$ cat src/rtl/rv_mem_pkg.sv
`default_nettype none
// ============================================================================
//  Module      : rv_mem_pkg
//  Description : Shared types and width constants for the unified memory
//                port of the RV32I pipeline.
//  Revision    : 1.0 - initial release
// ============================================================================
package rv_mem_pkg;

  localparam int XLEN = 32;
  localparam int BE_W = 4;

  // Owner encoding doubles as the address/wdata mux select.
  typedef enum logic {
    OWN_IF = 1'b0,
    OWN_D  = 1'b1
  } owner_e;

  typedef enum logic {
    IDLE = 1'b0,
    WAIT = 1'b1
  } arb_state_e;

endpackage : rv_mem_pkg
`default_nettype wire

$ cat src/rtl/mem_lat_timer.sv
`default_nettype none
// ============================================================================
//  Module      : mem_lat_timer
//  Description : Loadable down-counter timing one fixed-latency memory
//                access. o_done is high whenever the count is zero.
//  Revision    : 1.0 - initial release
// ============================================================================
module mem_lat_timer #(
  parameter int MEM_LATENCY = 2,
  parameter int CW          = $clog2(MEM_LATENCY + 1)
) (
  input  logic          clk,
  input  logic          rst_n,
  input  logic          i_load,
  input  logic [CW-1:0] i_load_val,
  output logic          o_done
);

  logic [CW-1:0] r_cnt;

  // Load has priority; otherwise count down and park at zero.
  always_ff @(posedge clk or negedge rst_n) begin
    if (!rst_n) begin
      r_cnt <= '0;
    end else if (i_load) begin
      r_cnt <= i_load_val;
    end else if (r_cnt != '0) begin
      r_cnt <= r_cnt - 1'b1;
    end
  end

  assign o_done = (r_cnt == '0);

endmodule : mem_lat_timer
`default_nettype wire

$ cat src/rtl/mux2.sv
`default_nettype none
// ============================================================================
//  Module      : mux2
//  Description : Generic 2:1 multiplexer (i_s=0 selects i_a, 1 selects i_b).
//  Revision    : 1.0 - initial release
// ============================================================================
module mux2 #(
  parameter int W = 32
) (
  input  logic [W-1:0] i_a,
  input  logic [W-1:0] i_b,
  input  logic         i_s,
  output logic [W-1:0] o_y
);

  assign o_y = i_s ? i_b : i_a;

endmodule : mux2
`default_nettype wire

$ cat src/rtl/mem_port_arbiter.sv
`default_nettype none
// ============================================================================
//  Module      : mem_port_arbiter
//  Description : Shares the single unified memory port between fetch (IF)
//                and the memory stage (MEM). One access outstanding at a
//                time; data has priority with bounded IF starvation.
//  Revision    : 1.0 - initial release
// ============================================================================
module mem_port_arbiter
  import rv_mem_pkg::*;
#(
  parameter int MEM_LATENCY = 2,
  parameter int STARVE_MAX  = 3
) (
  input  logic            clk,
  input  logic            rst_n,
  input  logic            if_req,
  input  logic [XLEN-1:0] if_addr,
  output logic            if_gnt,
  output logic            if_rvalid,
  output logic [XLEN-1:0] if_rdata,
  input  logic            d_req,
  input  logic            d_we,
  input  logic [XLEN-1:0] d_addr,
  input  logic [XLEN-1:0] d_wdata,
  input  logic [BE_W-1:0] d_be,
  output logic            d_gnt,
  output logic            d_rvalid,
  output logic [XLEN-1:0] d_rdata,
  output logic            mem_sel,
  output logic            mem_en,
  output logic            mem_we,
  output logic [BE_W-1:0] mem_be,
  output logic [XLEN-1:0] mem_addr,
  output logic [XLEN-1:0] mem_wdata,
  input  logic [XLEN-1:0] mem_rdata,
  output logic            busy
);

  localparam int             CNT_W  = $clog2(MEM_LATENCY + 1);
  localparam int             STV_W  = $clog2(STARVE_MAX + 1);
  localparam logic [CNT_W-1:0] C_LOAD = CNT_W'(MEM_LATENCY - 1);
  localparam logic [STV_W-1:0] C_SMAX = STV_W'(STARVE_MAX);

  arb_state_e       r_state;
  owner_e           r_owner;
  logic [STV_W-1:0] r_starve_cnt;

  logic             w_tmr_done;
  logic             w_resp_done;
  logic             w_arb_win;
  logic             w_starved;
  logic             w_if_gnt;
  logic             w_d_gnt;
  logic             w_grant;
  logic             w_sel;
  logic [XLEN-1:0]  w_mux_addr;
  logic [XLEN-1:0]  w_mux_wdata;
  logic [XLEN-1:0]  w_zero;

  assign w_zero      = '0;
  assign w_resp_done = (r_state == WAIT) && w_tmr_done;
  // Arbitration only while out of reset, in IDLE or the completing WAIT cycle.
  assign w_arb_win   = rst_n && ((r_state == IDLE) || w_resp_done);
  assign w_starved   = (r_starve_cnt == C_SMAX);

  // Winner selection: data first unless IF has waited STARVE_MAX data grants.
  always_comb begin
    w_if_gnt = 1'b0;
    w_d_gnt  = 1'b0;
    if (w_arb_win) begin
      if (if_req && d_req) begin
        if (w_starved) w_if_gnt = 1'b1;
        else           w_d_gnt  = 1'b1;
      end else if (if_req) begin
        w_if_gnt = 1'b1;
      end else if (d_req) begin
        w_d_gnt = 1'b1;
      end
    end
  end

  assign w_grant = w_if_gnt | w_d_gnt;

  // Mux select follows the winner in the grant cycle, otherwise the owner.
  always_comb begin
    w_sel = (r_owner == OWN_D);
    if (w_grant) w_sel = w_d_gnt;
  end

  // Sequencer state and access owner.
  always_ff @(posedge clk or negedge rst_n) begin
    if (!rst_n) begin
      r_state <= IDLE;
      r_owner <= OWN_IF;
    end else if (w_grant) begin
      r_state <= WAIT;
      r_owner <= w_d_gnt ? OWN_D : OWN_IF;
    end else if (w_resp_done) begin
      r_state <= IDLE;
    end
  end

  // Consecutive data grants taken while a fetch was waiting.
  always_ff @(posedge clk or negedge rst_n) begin
    if (!rst_n) begin
      r_starve_cnt <= '0;
    end else if (!if_req || w_if_gnt) begin
      r_starve_cnt <= '0;
    end else if (w_d_gnt && !w_starved) begin
      r_starve_cnt <= r_starve_cnt + 1'b1;
    end
  end

  mem_lat_timer #(
    .MEM_LATENCY (MEM_LATENCY),
    .CW          (CNT_W)
  ) u_timer (
    .clk        (clk),
    .rst_n      (rst_n),
    .i_load     (w_grant),
    .i_load_val (C_LOAD),
    .o_done     (w_tmr_done)
  );

  mux2 #(.W(XLEN)) u_addr_mux (
    .i_a (if_addr),
    .i_b (d_addr),
    .i_s (mem_sel),
    .o_y (w_mux_addr)
  );

  // IF never writes, so its write-data leg is tied to zero.
  mux2 #(.W(XLEN)) u_wdata_mux (
    .i_a (w_zero),
    .i_b (d_wdata),
    .i_s (mem_sel),
    .o_y (w_mux_wdata)
  );

  assign if_gnt    = w_if_gnt;
  assign d_gnt     = w_d_gnt;
  assign mem_sel   = w_sel;
  assign mem_en    = w_grant;
  assign mem_we    = w_d_gnt & d_we;
  assign mem_be    = mem_en ? (mem_we ? d_be : {BE_W{1'b1}}) : '0;
  assign mem_addr  = mem_en ? w_mux_addr : '0;
  assign mem_wdata = mem_en ? w_mux_wdata : '0;

  assign if_rvalid = w_resp_done && (r_owner == OWN_IF);
  assign d_rvalid  = w_resp_done && (r_owner == OWN_D);
  assign if_rdata  = mem_rdata;
  assign d_rdata   = mem_rdata;
  assign busy      = (r_state == WAIT) && !w_tmr_done;

endmodule : mem_port_arbiter
`default_nettype wire

$ cat config.mk
export PLATFORM = sky130hd
export DESIGN_NAME = mem_port_arbiter
export DESIGN_NICKNAME = d
export VERILOG_FILES = /design/src/rtl/rv_mem_pkg.sv /design/src/rtl/mem_lat_timer.sv /design/src/rtl/mux2.sv /design/src/rtl/mem_port_arbiter.sv
export SDC_FILE = /design/constraint.sdc
export NUM_CORES = 1
export LEC_CHECK = 0
export CORE_AREA = 2 2 108 110
export DETAILED_ROUTE_END_ITERATION = 12
export DIE_AREA = 0 0 110 112
export PLACE_DENSITY = 0.53
export SLEW_MARGIN = 20
export SYNTH_ARGS = -nofsm -noshare
export SYNTH_HDL_FRONTEND = slang
export SYNTH_SLANG_ARGS = --single-unit
$ cat constraint.sdc
create_clock -name clk -period 4.5 [get_ports clk]
set_input_delay 0.675 -clock clk [delete_from_list [all_inputs] [get_ports clk]]
set_output_delay 0.675 -clock clk [all_outputs]
set_load 0.01 [all_outputs]
==> flow_summary_export.csv <==
group,metric,value,unit
status,status,"finished clean",
clock_tree,root_buffer,"clkbuf_16",
synthesis,postSynthAreaPerCell,7.72,µm²
pwr,seqPwrFrac,10.8,%
floorplan,rows,39,
timing,finClkSkew,0.00133,ns
detailed_routing,wl_per_cell,13.9,µm
floorplan,core-area,11200,µm²
detailed_routing,via_per_inst,3.81,
final_layout,nets,437,
floorplan,ioPinCount,277,
worst_setup_path,path_cells,"clkdlybuf4s50_1 -> inv_1 -> nor4_4 -> buf_4 -> a22o_1 -> clkdlybuf4s50_1",
clock_tree,clkLatencyLatePin,0.22,ns
pwr,cellLeakagePower,0.00114,µW
pwr,ir_drop,108,µV
synthesis,synthCells,185,
pwr,power.internal,543,µW
final_layout,final_cell_mix,"clkdlybuf4s50_1 (180), and2_1 (33), a22o_1 (32), inv_1 (10), dfrtp_1 (6)",
timing,period_share,81.3,%
timing,finalSetupViolCount,0,
placement,place_ws,0.825,ns
detailed_routing,dr.pass1.iters,3,
timing,timing.final.ws_setup,0.839,ns
placement,port_buffers,180,
placement,place.gp.congestion,0.712,
detailed_routing,ant_nets,0,
worst_setup_path,path_max_fanout,35,
worst_setup_path,end_kind,"output pin",
final_layout,layout_commonest_cell,"clkdlybuf4s50_1",
global_routing,overflow,0,
clock_tree,postCtsHoldBufs,0,
global_routing,grt_pass1_vias,1663,
floorplan,die_y,112,µm
floorplan,initial_core_util,12.8,%
floorplan,die_w,110,µm
timing,tns,0,ns
worst_setup_path,rrSetupSlack,2.62,ns
timing,min_period,3.66,ns
synthesis,ys_types,25,
worst_setup_path,path_buf_inv,4,
timing,maxSlewViolCount,0,
clock_tree,cts_resized,0,
pwr,p_sw,279,µW
global_routing,grt_start_max_net_pins,41,
placement,hpwl,5090,µm
clock_tree,cts_buffer_depth,2,
synthesis,ys_seq_area_share,10.5,%
worst_setup_path,cpMaxStageDelayCell,"clkdlybuf4s50_1",
clock_tree,cts_tree,"done",
clock_tree,post-cts-setup-buffers,0,
pwr,switching_share,33.9,%
worst_setup_path,max_stage_delay,0.73,ns
clock_tree,clkTransAtPathRegs,0.03,ns
timing,rsz0062_at_grt,"no",
worst_setup_path,critPathTopFamily,"buffers and inverters",
clock_tree,clock-sinks,6,
pwr,powerDensity,277,nW/µm²
run,cap_violations,0,
clock_tree,htree_levels,1,
final_layout,antenna_cells,0,
synthesis,synth_area,1430,µm²
timing,hold_viol,0,
worst_setup_path,critPathLaunchType,"input pin",
pwr,pwr-share-comb,72.1,%
hold_path,holdCritPathClass,"reg2reg",
clock_tree,cts_made_buffers,3,
detailed_routing,wl,6080,µm
global_routing,grt_pass1_wl,8270,µm
detailed_routing,drcViolationCount,0,
synthesis,synth_nets,324,
pwr,clkPwrFrac,17.1,%
final_layout,final_layout_size_suffix_gt1_share,3.38,%
worst_setup_path,critical_path_class,"in2out",
final_layout,area_delta_synth_final,108,%
timing,fmax,273,MHz
worst_setup_path,crit_arrival,2.99,ns
detailed_routing,vias,1673,
worst_setup_path,crit_required,3.83,ns
worst_setup_path,cp_common_cell,"clkdlybuf4s50_1",
global_routing,grt_antenna_before_repair,0,
synthesis,ys_ff_latch,6,
timing,worst_pin_slew,0.503,ns
detailed_routing,drt_iter0_markers,100,
global_routing,grt_usage,8.53,%
final_layout,n_fill_cell,1211,
timing,slew_headroom,66.3,%
floorplan,die_area,12300,µm²
synthesis,yosysWarnings,0,
[through the flow]
step | std cells | hold WS [ns] | total power (µW) | instance area (µm²) | utilization, %
3_5_place_dp | 436 | 0.502 | 689 | 2890 | 25.9
3_3_place_gp | 436 | 0.508 | 685 | 2890 | 25.9
6_report | 439 | 0.514 | 821 | 2970 | 26.6
5_1_grt | 439 | 0.548 | 883 | 2970 | 26.6
4_1_cts | 439 | 0.518 | 835 | 2970 | 26.6
2_1_floorplan | 185 | 0.379 | 406 | 1430 | -
[layout make-up]
type,count,area (µm²),area share (%)
repair buffers,183,1840,61.9
flip-flops and latches,6,150,5.06
well taps,143,179,6.03
inverters,11,43.8,1.48
multi-input cells,93,683,23.0
clock buffers,3,75.1,2.53
[flip-flops by register name (all words and copies together) (netlist names)]
register,cells
r_starve_cnt,2
u_timer.r_cnt,2
r_owner,1
r_state,1
[cell families (layout without fill, tap and decap cells)]
logic type / Yosys count / after routing / share of synthesized area, %
DFF: 6 / 6 / 10.5
xor gates and xnor gates: 1 / 1 / 0.614
and+or+nand+nor: 47 / 47 / 21.3
adders and majority gates: 2 / 2 / 1.75
AOI/OAI and AO/OA: 43 / 43 / 24.2
buffers and inverters: 86 / 197 / 41.6
[routing by layer]
layer | vias to the layer above | routed length [µm] | global-route usage [%]
li1 | 783 | - | -
met1 | 729 | 1800 | 6.81
met2 | 131 | 3100 | 17.5
met3 | 30 | 924 | 2.40
met4 | 0 | 260 | 4.56
met5 | - | 0 | 0
[synthesized netlist by cell type]
master | number | area (µm²)
dfrtp_1 | 6 | 150
o21ai_0 | 2 | 10.0
and4_2 | 1 | 10.0
inv_4 | 1 | 6.26
nand4_1 | 1 | 6.26
xor2_1 | 1 | 8.76
nor3_1 | 1 | 5.00
and2_1 | 33 | 206
inv_1 | 10 | 37.5
o21bai_1 | 1 | 7.51
nand2_1 | 4 | 15.0
ha_1 | 2 | 25.0
buf_2 | 5 | 25.0
a22o_1 | 32 | 280
buf_4 | 64 | 480
nand4b_1 | 1 | 8.76
buf_6 | 3 | 33.8
clkbuf_1 | 3 | 11.3
nor2b_1 | 1 | 6.26
nand2b_4 | 1 | 13.8
a21oi_1 | 3 | 15.0
nor2_1 | 3 | 11.3
o211ai_1 | 1 | 7.51
nor4_4 | 1 | 21.3
a31oi_1 | 4 | 25.0
[power groups by stage]
stage               Clock, µW  Sequential, µW  Combinational (µW)
floorplan                   0            86.2                 320
global route              148            91.1                 644
global placement            0            88.2                 597
detailed placement          0            88.1                 601
finish                    141            88.4                 592
CTS                       143            88.3                 603
[worst min-delay path: cells and delay by family (launching register included)]
family / cells / cell delay (ns)
flip-flops: 1 / 0.35
XOR/XNOR: 1 / 0.07
AND/OR/NAND/NOR: 1 / 0.05
[worst paths after layout]
check                                   end        startpoint  cells past startpoint
min in group asynchronous           r_owner             rst_n                      1
hold / removal             u_timer.r_cnt[0]  u_timer.r_cnt[0]                      2
setup reg to reg                    r_owner  u_timer.r_cnt[0]                      6
hold reg to reg            u_timer.r_cnt[0]  u_timer.r_cnt[0]                      2
max in group asynchronous   r_starve_cnt[0]             rst_n                      1
setup / recovery               mem_addr[22]             rst_n                      6
Power figures use the tool's default switching activity.
